$ cat config.mk
export PLATFORM = sky130hd
export DESIGN_NAME = ins_queue
export DESIGN_NICKNAME = d
export VERILOG_FILES = /design/src/rtl/ins_queue.sv
export SDC_FILE = /design/constraint.sdc
export NUM_CORES = 1
export LEC_CHECK = 0
export BUFFER_PORTS_ARGS = -buffer_cell sky130_fd_sc_hd__buf_4
export CAP_MARGIN = 0
export CORE_UTILIZATION = 50
export CTS_BUF_LIST = sky130_fd_sc_hd__clkbuf_4 sky130_fd_sc_hd__clkbuf_8
export CTS_CLUSTER_SIZE = 28
export DETAILED_ROUTE_END_ITERATION = 7
export PLACE_DENSITY_LB_ADDON = 0.12
export SLEW_MARGIN = 25
export SYNTH_ARGS = -nofsm -noshare
export SYNTH_HDL_FRONTEND = slang
export SYNTH_SLANG_ARGS = --single-unit
$ cat constraint.sdc
create_clock -name clk -period 11.47 [get_ports clk]
set_input_delay 2.294 -clock clk [delete_from_list [all_inputs] [get_ports clk]]
set_output_delay 2.294 -clock clk [all_outputs]
set_load 0.02 [all_outputs]
$ cat src/rtl/ins_queue.sv
// Dual-lane show-ahead instruction queue between fetch and decode.
// Optional same-cycle bypass of write lanes to outputs: define INS_QUEUE_BYPASS_EN.
module ins_queue #(
  parameter int unsigned XLEN        = 32,
  parameter int unsigned DEPTH       = 8,
  parameter int unsigned DEPTH_WIDTH = 3
) (
  input  logic                   clk,
  input  logic                   reset,
  input  logic                   flush,
  input  logic                   wr_en0,
  input  logic                   wr_en1,
  input  logic [XLEN-1:0]        pc_in0,
  input  logic [XLEN-1:0]        next_pc_in0,
  input  logic [XLEN-1:0]        instruction_in0,
  input  logic [XLEN-1:0]        pc_in1,
  input  logic [XLEN-1:0]        next_pc_in1,
  input  logic [XLEN-1:0]        instruction_in1,
  input  logic [1:0]             rd_num,
  output logic [XLEN-1:0]        pc_out0,
  output logic [XLEN-1:0]        next_pc_out0,
  output logic [XLEN-1:0]        instruction_out0,
  output logic [XLEN-1:0]        pc_out1,
  output logic [XLEN-1:0]        next_pc_out1,
  output logic [XLEN-1:0]        instruction_out1,
  output logic                   valid0,
  output logic                   valid1,
  output logic                   ins_full,
  output logic                   ins_empty,
  output logic [DEPTH_WIDTH:0]   ins_count
);

`ifdef INS_QUEUE_BYPASS_EN
  localparam bit BypassEn = 1'b1;
`else
  localparam bit BypassEn = 1'b0;
`endif

  localparam int unsigned CW = DEPTH_WIDTH + 1;

  logic [XLEN-1:0] pc_mem_q  [DEPTH];
  logic [XLEN-1:0] npc_mem_q [DEPTH];
  logic [XLEN-1:0] ins_mem_q [DEPTH];

  logic [DEPTH_WIDTH-1:0] head_q, head_d, tail_q, tail_d, head_p1, tail_p1;
  logic [CW-1:0]          count_q, count_d, free_slots;
  logic [1:0]             rd_req, n_wr, acc, stored_vis, vis, pops, pop_st, pop_wr, n_store;
  logic [2:0]             vis_sum;
  logic                   wr_ok, byp, we0, we1;
  logic [XLEN-1:0]        wa_pc, wa_npc, wa_ins;

  // Virtual order is stored entries followed by accepted writes; bypass exposes writes early.
  always_comb begin
    rd_req     = (rd_num == 2'd3) ? 2'd2 : rd_num;
    n_wr       = wr_en0 ? (wr_en1 ? 2'd2 : 2'd1) : 2'd0;
    free_slots = CW'(DEPTH) - count_q;
    wr_ok      = free_slots >= CW'(n_wr);
    acc        = wr_ok ? n_wr : 2'd0;
    byp        = BypassEn && !flush && (count_q < CW'(2));
    stored_vis = (count_q >= CW'(2)) ? 2'd2 : count_q[1:0];
    vis_sum    = {1'b0, stored_vis} + {1'b0, acc};
    vis        = stored_vis;
    if (byp) vis = (vis_sum > 3'd2) ? 2'd2 : vis_sum[1:0];
    pops       = (rd_req < vis) ? rd_req : vis;
    pop_st     = (pops < stored_vis) ? pops : stored_vis;
    pop_wr     = pops - pop_st;
    n_store    = acc - pop_wr;
  end

  always_comb begin
    head_p1 = head_q + DEPTH_WIDTH'(1);
    tail_p1 = tail_q + DEPTH_WIDTH'(1);
    we0     = !flush && (n_store != 2'd0);
    we1     = !flush && (n_store == 2'd2);
    wa_pc   = pc_in0;
    wa_npc  = next_pc_in0;
    wa_ins  = instruction_in0;
    // Lane 0 already consumed through bypass: lane 1 becomes the first stored write.
    if (pop_wr == 2'd1) begin
      wa_pc  = pc_in1;
      wa_npc = next_pc_in1;
      wa_ins = instruction_in1;
    end
  end

  always_comb begin
    head_d  = head_q + DEPTH_WIDTH'(pop_st);
    tail_d  = tail_q + DEPTH_WIDTH'(n_store);
    count_d = count_q + CW'(acc) - CW'(pops);
    if (flush) begin
      head_d  = '0;
      tail_d  = '0;
      count_d = '0;
    end
  end

  always_ff @(posedge clk or negedge reset) begin
    if (!reset) begin
      head_q  <= '0;
      tail_q  <= '0;
      count_q <= '0;
    end else begin
      head_q  <= head_d;
      tail_q  <= tail_d;
      count_q <= count_d;
    end
  end

  always_ff @(posedge clk) begin
    if (we0) begin
      pc_mem_q[tail_q]  <= wa_pc;
      npc_mem_q[tail_q] <= wa_npc;
      ins_mem_q[tail_q] <= wa_ins;
    end
    if (we1) begin
      pc_mem_q[tail_p1]  <= pc_in1;
      npc_mem_q[tail_p1] <= next_pc_in1;
      ins_mem_q[tail_p1] <= instruction_in1;
    end
  end

  always_comb begin
    pc_out0          = pc_mem_q[head_q];
    next_pc_out0     = npc_mem_q[head_q];
    instruction_out0 = ins_mem_q[head_q];
    pc_out1          = pc_mem_q[head_p1];
    next_pc_out1     = npc_mem_q[head_p1];
    instruction_out1 = ins_mem_q[head_p1];
    if (byp) begin
      if (count_q == '0) begin
        pc_out0          = pc_in0;
        next_pc_out0     = next_pc_in0;
        instruction_out0 = instruction_in0;
        pc_out1          = pc_in1;
        next_pc_out1     = next_pc_in1;
        instruction_out1 = instruction_in1;
      end else begin
        pc_out1          = pc_in0;
        next_pc_out1     = next_pc_in0;
        instruction_out1 = instruction_in0;
      end
    end
  end

  assign valid0    = (vis != 2'd0);
  assign valid1    = (vis == 2'd2);
  assign ins_empty = !valid0;
  assign ins_full  = free_slots < CW'(2);
  assign ins_count = count_q;

endmodule

==> results.md <==
- Status: completed
- Setup tns final: 0 ns
- Pin count of the biggest net entering global routing: 137
- Maximum vdd drop: 0.3504 mV
- Post-synth ARST share: 1.285%
- Multi-input gate area: 21520 um2
- Worst-path clk slew: 0.06 ns
- Crit. End Element: output pin
- CTS H-Tree Depth: 4
- Synth top area share: 50.34%
- Starting density of the core: 50.66%
- RSZ-0062 raised after global routing: false
- Worst Setup Start Kind: flop
- Via density: 6.466
- Slew HR: 25.78%
- Pleak: 17.12 nW
- Core ar.: 90420 um2
- Clk Latency, worst-skew pair: 0.80 ns
- I/O Buffers: 398
- Syn-to-layout area delta: 14.94%
- Worst Tran Pin Value: 1.113 ns
- DP HPWL: 73.01 mm
- Most area-consuming cells after synthesis: edfxtp_1 (50%), mux2_2 (26%), mux4_2 (19%)
- CP arrival: 4.46 ns
- Post-layout util: 58.23%
- Die Ht: 304.7 um
- Die area: 92840 um2
- Setup CP Type: flop to output pin
- Ys Warns: 0
- Mapped Area: 45810 um2
- Pwr dens: 326.9 nW/um2
- Vias in the first global route: 29500
- Post-Route WL: 132.2 mm
- CTS Buf Count: 140
- Width of the chip: 304.7 um
- #FFs+latches synth: 778
- 1st-iter DRT viols: 2303
- All-Layer GR Usage: 28.43%
- Post-synthesis area per instance: 17.99 um2
- Final period util: 58.86%
- Row count: 110
- Yosys cell types: 36
- TritonCTS clock tree: built
- Layout Skew: 0.05256 ns
- Post-synthesis cell count: 2547
- Final Hold Viols: 0
- Area leader, netlist: edfxtp_1
- Antenna-violating nets left: 0
- Clock sinks: 778
- Max Cap Viol: 0
- Syn_nets: 2768
- Seq. cell area: 23320 um2
- Data required, critical path: 9.18 ns
- Most common cell in the netlist: mux2_2
- Synth cell count leaders: mux2_2 (1051), edfxtp_1 (768), mux4_2 (384)
- First-pass GRT wire length: 193.0 mm
- Final number of max-transition violations: 0
- Setup Buffers After CTS: 0
- Max Freq: 0.1481 GHz
- Via count: 27230
- Minimum clock period: 6.752 ns
- Final setup viols: 0
- Worst-case clock buffer depth: 3
- DRT Pass-1 Iters: 5
- Primary FF master, synth: edfxtp_1
- I/O pin count: 399
- Placer congestion estimate: 0.8082
- Post-cts gate resize count: 0
- CTS hold repair buffers: 0
- Initial antenna violation count: 7
- Critical path peak fanout: 110
- Total grt overflow: 0
- Post-route DRC: 0
- Share of cells above drive strength 1: 69.62%
- Non-Filler Instances: 4211
- Register area share after synthesis: 50.89%
- EDFF count, synth: 768
- Nets: 3148
- Placed insts: 3958
- CTS Root Cell: clkbuf_8
- Routed wire length per instance: 31.39 um
- Fillers: 6843
- Hold Path Class: flop to flop
-- cell type report --
type	count	share of cell area (%)
inverter	15	0.1069
clock inverter	63	0.8032
tap	1176	2.794
timing repair buffer	441	6.786
antenna	3	0.01426
sequential	778	44.29
clock buffer	184	4.322
multi-input combinational	1551	40.88
-- stage by stage --
| step | worst slack [ns] | hold slack (ns) | area, um2 | power (mW) |
|---|---|---|---|---|
| global placement | 4.295 | 0.6842 | 49810 | 14.52 |
| CTS | 4.301 | 0.7092 | 52570 | 17.35 |
| global route | 4.470 | 0.7777 | 52660 | 18.00 |
| finish | 4.718 | 0.7112 | 52660 | 17.21 |
| floorplan | 1.992 | 0.6119 | 45810 | 11.45 |
| detailed placement | 4.189 | 0.7013 | 49870 | 14.73 |
-- metal layers --
metal	GRT usage, %	vias up	wire [um]
li1	-	11430	-
met1	36.36	14430	52360
met2	47.85	1123	66080
met3	6.592	233	10170
met4	9.208	8	3518
met5	0	-	58
-- report_power, final --
part | leakage (nW) | total [mW] | switching (mW) | internal [mW]
Clock | 1.40 | 2.56 | 1.17 | 1.38
Combinational | 8.63 | 9.83 | 5.05 | 4.77
Sequential | 7.10 | 4.83 | 0.387 | 4.44
Total | 17.1 | 17.2 | 6.61 | 10.6
-- cell usage in the layout (no fill, tap or decap), types with 2 or more instances in the layout --
| cell | count |
|---|---|
| nand2_1 | 15 |
| inv_6 | 4 |
| nand3_1 | 6 |
| xnor2_1 | 5 |
| buf_6 | 2 |
| or2_4 | 2 |
| buf_4 | 421 |
| ha_1 | 17 |
| fa_1 | 4 |
| xor2_1 | 3 |
| dfrtp_4 | 3 |
| mux2_1 | 5 |
| clkinv_1 | 36 |
| bufinv_16 | 4 |
| buf_16 | 4 |
| nor2_1 | 14 |
| a21oi_4 | 8 |
| clkbuf_8 | 143 |
| edfxtp_1 | 768 |
| nor3_1 | 2 |
| mux2_2 | 1051 |
| mux4_2 | 384 |
| clkbuf_4 | 41 |
| nor2_4 | 6 |
| o21ai_0 | 3 |
| clkinvlp_4 | 8 |
| a21o_1 | 2 |
| buf_12 | 14 |
| diode_2 | 3 |
| nor2b_1 | 10 |
| dfrtp_1 | 7 |
| inv_1 | 15 |
| clkinv_2 | 9 |
| a21oi_1 | 2 |
| xor2_4 | 2 |
-- registers in the layout (all words and copies together) (netlist names) --
name       cells
pc_mem_q     256
tail_q         3
npc_mem_q    256
ins_mem_q    256
ins_count      4
head_q         3
-- worst max-delay path, stage by stage, from the launching register on --
cell	delay, ns
dfrtp_4	1.00
buf_12	0.69
buf_6	0.63
mux4_2	0.58
mux2_2	0.33
buf_4	0.17
-- logic make-up (layout without fill, tap and decap cells) --
logic type / after synthesis / in the layout / share of synthesized area (%)
AOI/OAI and AO/OA: 19 / 19 / 0.2513
xor gates and xnor gates: 10 / 10 / 0.2321
adders and majority gates: 22 / 22 / 0.6664
buffers and inverters: 218 / 703 / 2.474
DFF: 778 / 778 / 50.89
muxes: 1440 / 1440 / 44.84
other: 0 / 3 / 0
and+or+nand+nor: 60 / 60 / 0.6528
-- final timing paths --
kind	startpoint	end	slack [ns]	cells past startpoint
min in group asynchronous	reset	ins_count[3]$_DFF_PN0_	1.32	1
max	head_q[1]$_DFF_PN0_	pc_out0[11]	4.72	5
min reg2reg	tail_q[2]$_DFF_PN0_	tail_q[2]$_DFF_PN0_	0.71	2
min	tail_q[2]$_DFF_PN0_	tail_q[2]$_DFF_PN0_	0.71	2
max reg2reg	ins_count[0]$_DFF_PN0_	ins_mem_q[0][7]$_DFFE_PP_	5.70	19
max in group asynchronous	reset	head_q[1]$_DFF_PN0_	9.97	1
Note: power is estimated with default switching activity, not from simulation.
